==> config.mk <==
export PLATFORM = sky130hd
export DESIGN_NAME = cam_pixel_capture_flat
export DESIGN_NICKNAME = d
export VERILOG_FILES = /design/src/rtl/cam_pixel_capture_if.sv /design/src/rtl/cam_pixel_capture.sv /design/src/flat_wrapper.sv
export SDC_FILE = /design/constraint.sdc
export NUM_CORES = 1
export LEC_CHECK = 0
export ABC_AREA = 0
export CELL_PAD_IN_SITES_DETAIL_PLACEMENT = 0
export CELL_PAD_IN_SITES_GLOBAL_PLACEMENT = 2
export CORE_MARGIN = 4
export CORE_UTILIZATION = 32
export DETAILED_ROUTE_END_ITERATION = 8
export PLACE_DENSITY = 0.9
export RECOVER_POWER = 25
export SKIP_LAST_GASP = 1
export SLEW_MARGIN = 5
export SYNTH_ARGS = -nofsm -noshare
export SYNTH_HDL_FRONTEND = slang
export SYNTH_SLANG_ARGS = --single-unit
==> constraint.sdc <==
create_clock -name i_pclk -period 4.9 [get_ports i_pclk]
set_input_delay 0.98 -clock i_pclk [delete_from_list [all_inputs] [get_ports i_pclk]]
set_output_delay 0.98 -clock i_pclk [all_outputs]
set_load 0.005 [all_outputs]
==> src/rtl/cam_pixel_capture_if.sv <==
// ============================================================================
// Module   : cam_pixel_capture_if
// Purpose  : OV7670 byte bus and pixel BRAM write port bundled for capture.
//            CAM_FRAME_STATS_EN adds the per-frame statistics outputs.
// Revision : 1.0
// ============================================================================
`default_nettype none

interface cam_pixel_capture_if #(
    parameter int ADDR_W = 19
);
    logic              i_cfg_done;
    logic [7:0]        i_pix_byte;
    logic              i_vsync;
    logic              i_href;
    logic              o_pix_wr;
    logic [11:0]       o_pix_data;
    logic [ADDR_W-1:0] o_pix_addr;
    logic              o_frame_done;
    logic              o_overflow;
`ifdef CAM_FRAME_STATS_EN
    logic [9:0]        o_line_cnt;
    logic [ADDR_W-1:0] o_frame_pix;

    modport master (
        output i_cfg_done, i_pix_byte, i_vsync, i_href,
        input  o_pix_wr, o_pix_data, o_pix_addr, o_frame_done, o_overflow,
        input  o_line_cnt, o_frame_pix
    );
    modport slave (
        input  i_cfg_done, i_pix_byte, i_vsync, i_href,
        output o_pix_wr, o_pix_data, o_pix_addr, o_frame_done, o_overflow,
        output o_line_cnt, o_frame_pix
    );
`else
    modport master (
        output i_cfg_done, i_pix_byte, i_vsync, i_href,
        input  o_pix_wr, o_pix_data, o_pix_addr, o_frame_done, o_overflow
    );
    modport slave (
        input  i_cfg_done, i_pix_byte, i_vsync, i_href,
        output o_pix_wr, o_pix_data, o_pix_addr, o_frame_done, o_overflow
    );
`endif
endinterface

`default_nettype wire

==> src/rtl/cam_pixel_capture.sv <==
// ============================================================================
// Module   : cam_pixel_capture
// Purpose  : Pairs OV7670 RGB444 bytes into 12-bit pixels with linear BRAM
//            addressing, framed on VSYNC/HREF. Option: CAM_FRAME_STATS_EN.
// Revision : 1.0
// ============================================================================
`default_nettype none

module cam_pixel_capture #(
    parameter int IMG_W  = 640,
    parameter int IMG_H  = 480,
    parameter int ADDR_W = 19
) (
    input  wire logic          i_pclk,
    input  wire logic          i_rstn_pclk,
    cam_pixel_capture_if.slave cam
);
    localparam logic [ADDR_W:0] PIX_TOTAL = (ADDR_W+1)'(IMG_W * IMG_H);

    typedef enum logic [1:0] {
        ST_IDLE       = 2'd0,
        ST_WAIT_FRAME = 2'd1,
        ST_CAPTURE    = 2'd2
    } state_t;

    state_t            state;
    state_t            state_next;
    logic              vsync_d;
    logic              phase;
    logic [3:0]        red;
    // One bit wider than the port so a full BRAM never wraps back to zero
    logic [ADDR_W:0]   addr_cnt;
    logic              pix_wr;
    logic [11:0]       pix_data;
    logic [ADDR_W-1:0] pix_addr;
    logic              frame_done;
    logic              overflow;

    logic vs_rise;
    logic vs_fall;
    logic frame_start;
    logic latch_red;
    logic pix_done;
    logic frame_end;
    logic addr_ok;

    assign vs_rise = cam.i_vsync & ~vsync_d;
    assign vs_fall = ~cam.i_vsync & vsync_d;
    assign addr_ok = addr_cnt < PIX_TOTAL;

    always_ff @(posedge i_pclk) begin
        if (!i_rstn_pclk) state <= ST_IDLE;
        else              state <= state_next;
    end

    // VSYNC rising beats a simultaneous HREF byte, dropping any partial pixel
    always_comb begin
        state_next  = state;
        frame_start = 1'b0;
        latch_red   = 1'b0;
        pix_done    = 1'b0;
        frame_end   = 1'b0;
        case (state)
            ST_IDLE: begin
                if (cam.i_cfg_done) state_next = ST_WAIT_FRAME;
            end
            ST_WAIT_FRAME: begin
                if (vs_fall) begin
                    state_next  = ST_CAPTURE;
                    frame_start = 1'b1;
                end
            end
            ST_CAPTURE: begin
                if (vs_rise) begin
                    state_next = ST_WAIT_FRAME;
                    frame_end  = 1'b1;
                end else if (cam.i_href) begin
                    latch_red = ~phase;
                    pix_done  = phase;
                end
            end
            default: state_next = ST_IDLE;
        endcase
    end

    always_ff @(posedge i_pclk) begin
        if (!i_rstn_pclk) begin
            vsync_d    <= 1'b0;
            phase      <= 1'b0;
            red        <= 4'd0;
            addr_cnt   <= '0;
            pix_wr     <= 1'b0;
            pix_data   <= 12'd0;
            pix_addr   <= '0;
            frame_done <= 1'b0;
            overflow   <= 1'b0;
        end else begin
            vsync_d    <= cam.i_vsync;
            phase      <= latch_red;
            pix_wr     <= 1'b0;
            frame_done <= frame_end;
            if (latch_red) red <= cam.i_pix_byte[3:0];
            if (frame_start) begin
                addr_cnt <= '0;
            end else if (pix_done && addr_ok) begin
                pix_wr   <= 1'b1;
                pix_data <= {red, cam.i_pix_byte};
                pix_addr <= addr_cnt[ADDR_W-1:0];
                addr_cnt <= addr_cnt + 1'b1;
            end
            if (pix_done && !addr_ok) overflow <= 1'b1;
        end
    end

    assign cam.o_pix_wr     = pix_wr;
    assign cam.o_pix_data   = pix_data;
    assign cam.o_pix_addr   = pix_addr;
    assign cam.o_frame_done = frame_done;
    assign cam.o_overflow   = overflow;

`ifdef CAM_FRAME_STATS_EN
    logic              href_d;
    logic              line_fall;
    logic [9:0]        line_run;
    logic [9:0]        line_cnt;
    logic [ADDR_W-1:0] frame_pix;

    assign line_fall = (state == ST_CAPTURE) & href_d & ~cam.i_href;

    always_ff @(posedge i_pclk) begin
        if (!i_rstn_pclk) begin
            href_d    <= 1'b0;
            line_run  <= 10'd0;
            line_cnt  <= 10'd0;
            frame_pix <= '0;
        end else begin
            href_d <= cam.i_href;
            if (frame_start)    line_run <= 10'd0;
            else if (line_fall) line_run <= line_run + 10'd1;
            if (frame_end) begin
                line_cnt  <= line_run + 10'(line_fall);
                frame_pix <= addr_cnt[ADDR_W-1:0];
            end
        end
    end

    assign cam.o_line_cnt  = line_cnt;
    assign cam.o_frame_pix = frame_pix;
`endif

endmodule

`default_nettype wire

==> src/flat_wrapper.sv <==
// flat-port wrapper written by rule: the top's interface ports become plain ports
module cam_pixel_capture_flat 
#(
    parameter int IMG_W  = 640,
    parameter int IMG_H  = 480,
    parameter int ADDR_W = 19
)
  (i_pclk, i_rstn_pclk, cam_i_cfg_done, cam_i_pix_byte, cam_i_vsync, cam_i_href, cam_o_pix_wr, cam_o_pix_data, cam_o_pix_addr, cam_o_frame_done, cam_o_overflow);
  cam_pixel_capture_if #(.ADDR_W(ADDR_W)) cam_i ();
  input  wire logic i_pclk;
  input  wire logic i_rstn_pclk;
  input wire logic [$bits(cam_i.i_cfg_done)-1:0] cam_i_cfg_done;
  input wire logic [$bits(cam_i.i_pix_byte)-1:0] cam_i_pix_byte;
  input wire logic [$bits(cam_i.i_vsync)-1:0] cam_i_vsync;
  input wire logic [$bits(cam_i.i_href)-1:0] cam_i_href;
  output wire logic [$bits(cam_i.o_pix_wr)-1:0] cam_o_pix_wr;
  output wire logic [$bits(cam_i.o_pix_data)-1:0] cam_o_pix_data;
  output wire logic [$bits(cam_i.o_pix_addr)-1:0] cam_o_pix_addr;
  output wire logic [$bits(cam_i.o_frame_done)-1:0] cam_o_frame_done;
  output wire logic [$bits(cam_i.o_overflow)-1:0] cam_o_overflow;
  assign cam_i.i_cfg_done = cam_i_cfg_done;
  assign cam_i.i_pix_byte = cam_i_pix_byte;
  assign cam_i.i_vsync = cam_i_vsync;
  assign cam_i.i_href = cam_i_href;
  assign cam_o_pix_wr = cam_i.o_pix_wr;
  assign cam_o_pix_data = cam_i.o_pix_data;
  assign cam_o_pix_addr = cam_i.o_pix_addr;
  assign cam_o_frame_done = cam_i.o_frame_done;
  assign cam_o_overflow = cam_i.o_overflow;
  cam_pixel_capture #(.IMG_W(IMG_W), .IMG_H(IMG_H), .ADDR_W(ADDR_W)) u_core (.i_pclk(i_pclk), .i_rstn_pclk(i_rstn_pclk), .cam(cam_i));
endmodule
Word-level counts from Yosys, hierarchy flattened
Index checks and enable logic that the tools add are counted.
Word-level totals
  flip-flop bits (word level): 62
  input bits: 13
Operators by class
  add/sub/neg operators: 1
  $lt $le $gt $ge: 1
  eq/ne operators: 5
  multiplexer cells: 14
  bitwise operators: 7
  reduce and logical (&&, ||, !) cells: 8
Operators with widths (number)
  20-bit by 1-bit adder with 20-bit output, second input constant: 1
  20-bit by 19-bit less-than comparator with 1-bit output, second input constant: 1
  1-bit 2-to-1 mux: 10
  2-bit 2-to-1 mux: 3
  2-bit one-hot mux with 3 select lines: 1
  1-bit NOT: 5
  2-bit by 1-bit inequality test with 1-bit output, second input constant: 2
  2-bit AND reduction: 2
  3-bit AND reduction: 1
  1-bit AND: 2
  2-bit by 1-bit equality test with 1-bit output, second input constant: 1
  2-bit equality test, second input constant: 1
  1-bit logical AND: 2
  2-bit zero test: 1
  2-bit inequality test, second input constant: 1
  2-bit OR reduction: 1
  1-bit zero test: 1

Depth between registers and ports, before layout
  depth in word-level cells: 6
  depth in mapped cells: 8

Worst setup path after synthesis
OpenSTA, ideal clock, no wires.
  path type: input -> register
  from: input cam_i_vsync
  to: register u_core.pix_data[3] (netlist: u_core.cam.o_pix_data[3])
  setup time: 0.132 ns
  data arrival time: 2.148 ns
  setup slack: 2.620 ns
  stages on the path: 8
  buffers on the path: 3
  cell sequence: nor2b_1 > or3_1 > buf_6 > or2_1 > buf_2 > buf_2 > nand2_1 > a21oi_1
On the way
  cells in the longest elaborated chain, start to end: 6
  elaborated cells on any way between the ends: 10
  those cells by class: mux (4); bitwise (4); reduce/logical (2)
Ends and longest elaborated chain
  from (decl): RTL line flat_wrapper.sv:14  | input wire logic [$bits(cam_i.i_vsync)-1:0] cam_i_vsync;
  1-bit NOT: RTL line cam_pixel_capture.sv:48  | assign vs_fall = ~cam.i_vsync & vsync_d;
  1-bit AND: RTL line cam_pixel_capture.sv:48
  1-bit 2-to-1 mux: RTL line cam_pixel_capture.sv:68  | if (vs_fall) begin
  1-bit 2-to-1 mux: RTL line cam_pixel_capture.sv:63  | case (state)
  1-bit NOT (no source line)
  2-bit AND reduction (no source line) *
  to (signal assigned): RTL line cam_pixel_capture.sv:107  | pix_data <= {red, cam.i_pix_byte};
  to (decl): RTL line cam_pixel_capture.sv:34  | logic [11:0] pix_data;
Every way passes the cells marked *; elsewhere a longest branch is shown, timed or not.
A chain may end at the register's enable or synchronous reset.

Worst setup path in the final report
  from: input cam_i_vsync
  to: register u_core.addr_cnt[0]
On the way
  cells in the longest elaborated chain, start to end: 5
  elaborated cells on any way between the ends: 9
  those cells by class: mux (4); bitwise (3); reduce/logical (2)
Ends and longest elaborated chain
  1-bit NOT: RTL line cam_pixel_capture.sv:48
  1-bit AND: RTL line cam_pixel_capture.sv:48
  1-bit 2-to-1 mux: RTL line cam_pixel_capture.sv:68
  1-bit 2-to-1 mux: RTL line cam_pixel_capture.sv:63
  2-bit OR reduction (no source line)
  to (signal assigned): RTL line cam_pixel_capture.sv:109  | addr_cnt <= addr_cnt + 1'b1;
  to (decl): RTL line cam_pixel_capture.sv:32  | logic [ADDR_W:0] addr_cnt;
Parallel ways exist; a longest one is shown, timed or not.

==> results.toml <==
[worst_setup_path]
cp_max_fo = 24
worst_ep_arrival_time_ns = 3.34
cp_slowest_stage_delay_ns = 0.60
critical_path_required_ns = 5.10
path_cells = "dlygate4sd3_1, nor2b_1, or3_1, nor2_2, buf_4, xnor2_1, nor2_1"
crit_type = "input pin to register"
worst_setup_path_end_kind = "register"
cp-start-kind = "input pin"
slowest_stage = "or3_1"

[sta]
fin_crit_ns = 3.14
worst_pin_slew_ns = 1.78
max_freq_ghz = 0.318
skew_ns = 0.00762
fin_ws_ns = 1.76
relSlewSlack = -0.188
slew_violations = 41
finalSetupTns_ns = 0
grt_setup_unrepaired = "false"
setup_viol = 0
hold_violations = 0
finalCritPeriodShare = 0.641

[power_and_ir_drop]
p_leak_uw = 0.00110
ir_drop_mv = 0.139
power.density_nw_per_um2 = 324

[synth]
synth_edf_count = 0
synth.net_count = 303
netlist_area_um2 = 2450
synth_area_leaders = "dfxtp_1, nand2_1, a21oi_1"
yosys.area.top_type = "dfxtp_1"
ys_warn_count = 0
synthArstFlopShare = 0
ys_ff_latch = 62
avgSynthCellArea_um2 = 8.49
synth_top_area_share = 0.506
yosysSeqAreaShare = 0.506
synth_ff_type = "dfxtp_1"
post_synth_num_cell_types = 35
postSynthCellCount = 289

[cells_and_area]
fin_nets = 345
fillCellCount = 772
syn_to_final_growth_pct = 29.8
layout_common_cells = "nand2_1, dfxtp_1, a21oi_1"
drive_gt1_frac = 0.0776
multi_input_area_um2 = 1100
regArea_um2 = 1240
final_common_cell = "nand2_1"
diodes = 0

[grt]
antenna_found_initial = 0
grt_pass1_vias = 1945
grt_pass1_wl_um = 8870
grt_use_total = 0.127
grt_max_degree = 41
grt.overflow.total = 0

[route]
drt_iter0_markers = 51
ant_nets = 0
finalWirelength_um = 5290
dr.pass1.iters = 4
avgRoutedWirePerCell_um = 12.2
drc = 0
vias_per_cell = 4.60
num_vias = 1997

[floorplanning]
die_area_um2 = 9130
die_w_um = 95.5
ios = 47
initial_core_util = 0.333
placement_rows = 31
die_h_um = 95.5
core_area_um2 = 7370

[clock_network]
clock_sinks = 62
cts_setup_buffers = 0
ctsResizeCount = 0
worstSkewPairLatency_ns = 0.34
numCtsBuffers = 9
cts-root-buf = "clkbuf_8"
ctsHoldBuffers = 0
h-tree-depth = 3
path_clk_slew_ns = 0.07
cts_tree = "built"
cts_buffer_depth = 2

[placed_design]
port_buffers = 46
dpl.hpwl_um = 3550
dp_slack_ns = 1.45
gp_congestion = 0.795

[hold_path]
min_path_type = "register to register"

[run]
cap_viol_max_count = 1

[status]
violations = "max-capacitance violations, max-slew violations"
status = "complete, but fails checks"
-- registers in the layout, summed over array words and instances (netlist names) --
register / flops
u_core.cam.o_pix_addr: 19
u_core.phase: 1
u_core.state: 2
u_core.addr_cnt: 20
u_core.cam.o_frame_done: 1
u_core.vsync_d: 1
u_core.red: 4
u_core.cam.o_overflow: 1
u_core.cam.o_pix_wr: 1
u_core.cam.o_pix_data: 12
-- final timing paths --
| path | startpoint | end | slack [ns] | cells past startpoint |
|---|---|---|---|---|
| worst max-delay path | cam_i_vsync | u_core.addr_cnt[0] | 1.76 | 7 |
| worst min-delay path | u_core.cam.o_pix_addr[0] | u_core.cam.o_pix_addr[0] | 0.45 | 2 |
| worst max register to register | u_core.addr_cnt[12] | u_core.cam.o_pix_data[7] | 2.44 | 6 |
| worst min register to register | u_core.cam.o_pix_addr[0] | u_core.cam.o_pix_addr[0] | 0.45 | 2 |
-- metal layers --
metal | global-route usage | share of wire
met1 | 0.159 | 0.49
met2 | 0.191 | 0.45
met3 | 0.0410 | 0.038
met4 | 0.0675 | 0.023
met5 | 0 | 0
-- cell usage after synthesis, types with 3 or more instances --
cell and instances:
nand2_1 71, dfxtp_1 62, a21oi_1 34, nor2_1 28, xnor2_1 16, buf_2 9, nor3_1 7, clkbuf_1 6
nand3_1 5, and4_1 4, inv_1 4, mux2i_1 4, nand4_1 4, nor4_1 4, nor4_2 4, and2_1 3
nand3b_1 3
-- metrics by stage --
step	hold WS (ns)	cells	util	area, um^2	total power [uW]
final	0.452	434	0.432	3180	1030
after global placement	0.441	419	0.402	2970	543
after detailed placement	0.448	419	0.402	2970	543
after global routing	0.472	434	0.432	3180	1070
after floorplan	0.432	289	-	2450	529
after CTS	0.453	434	0.432	3190	1050
-- report_power, final --
group,switching [uW],internal (uW)
Sequential,1.21,505
Clock,191,309
Combinational,12.6,11.7
-- critical path: cells and delay by family --
kind                   cells  cell delay [ns]
buffers and inverters      2             0.94
XOR/XNOR                   1             0.15
AND/OR/NAND/NOR            4             1.27
-- area by class of cell --
cell class / count / share of cell area
Clock buffer: 11 / 0.0476
Clock inverter: 4 / 0.0220
Inverter: 4 / 0.00472
Multi-Input combinational cell: 205 / 0.346
Sequential cell: 62 / 0.390
Tap cell: 99 / 0.0389
Timing Repair Buffer: 49 / 0.151
-- cells by family (layout without fill, tap and decap cells) --
family / Yosys count / after routing / share of synthesized area
adder cells (fa/ha/maj): 1 / 1 / 0.00510
XOR/XNOR: 16 / 16 / 0.0571
multiplexers: 4 / 4 / 0.0163
AND/OR/NAND/NOR: 143 / 143 / 0.280
AO/OA/AOI/OAI: 41 / 41 / 0.0913
flip-flops: 62 / 62 / 0.506
buffers and inverters: 22 / 68 / 0.0444
Note: power is estimated with default switching activity, not from simulation.
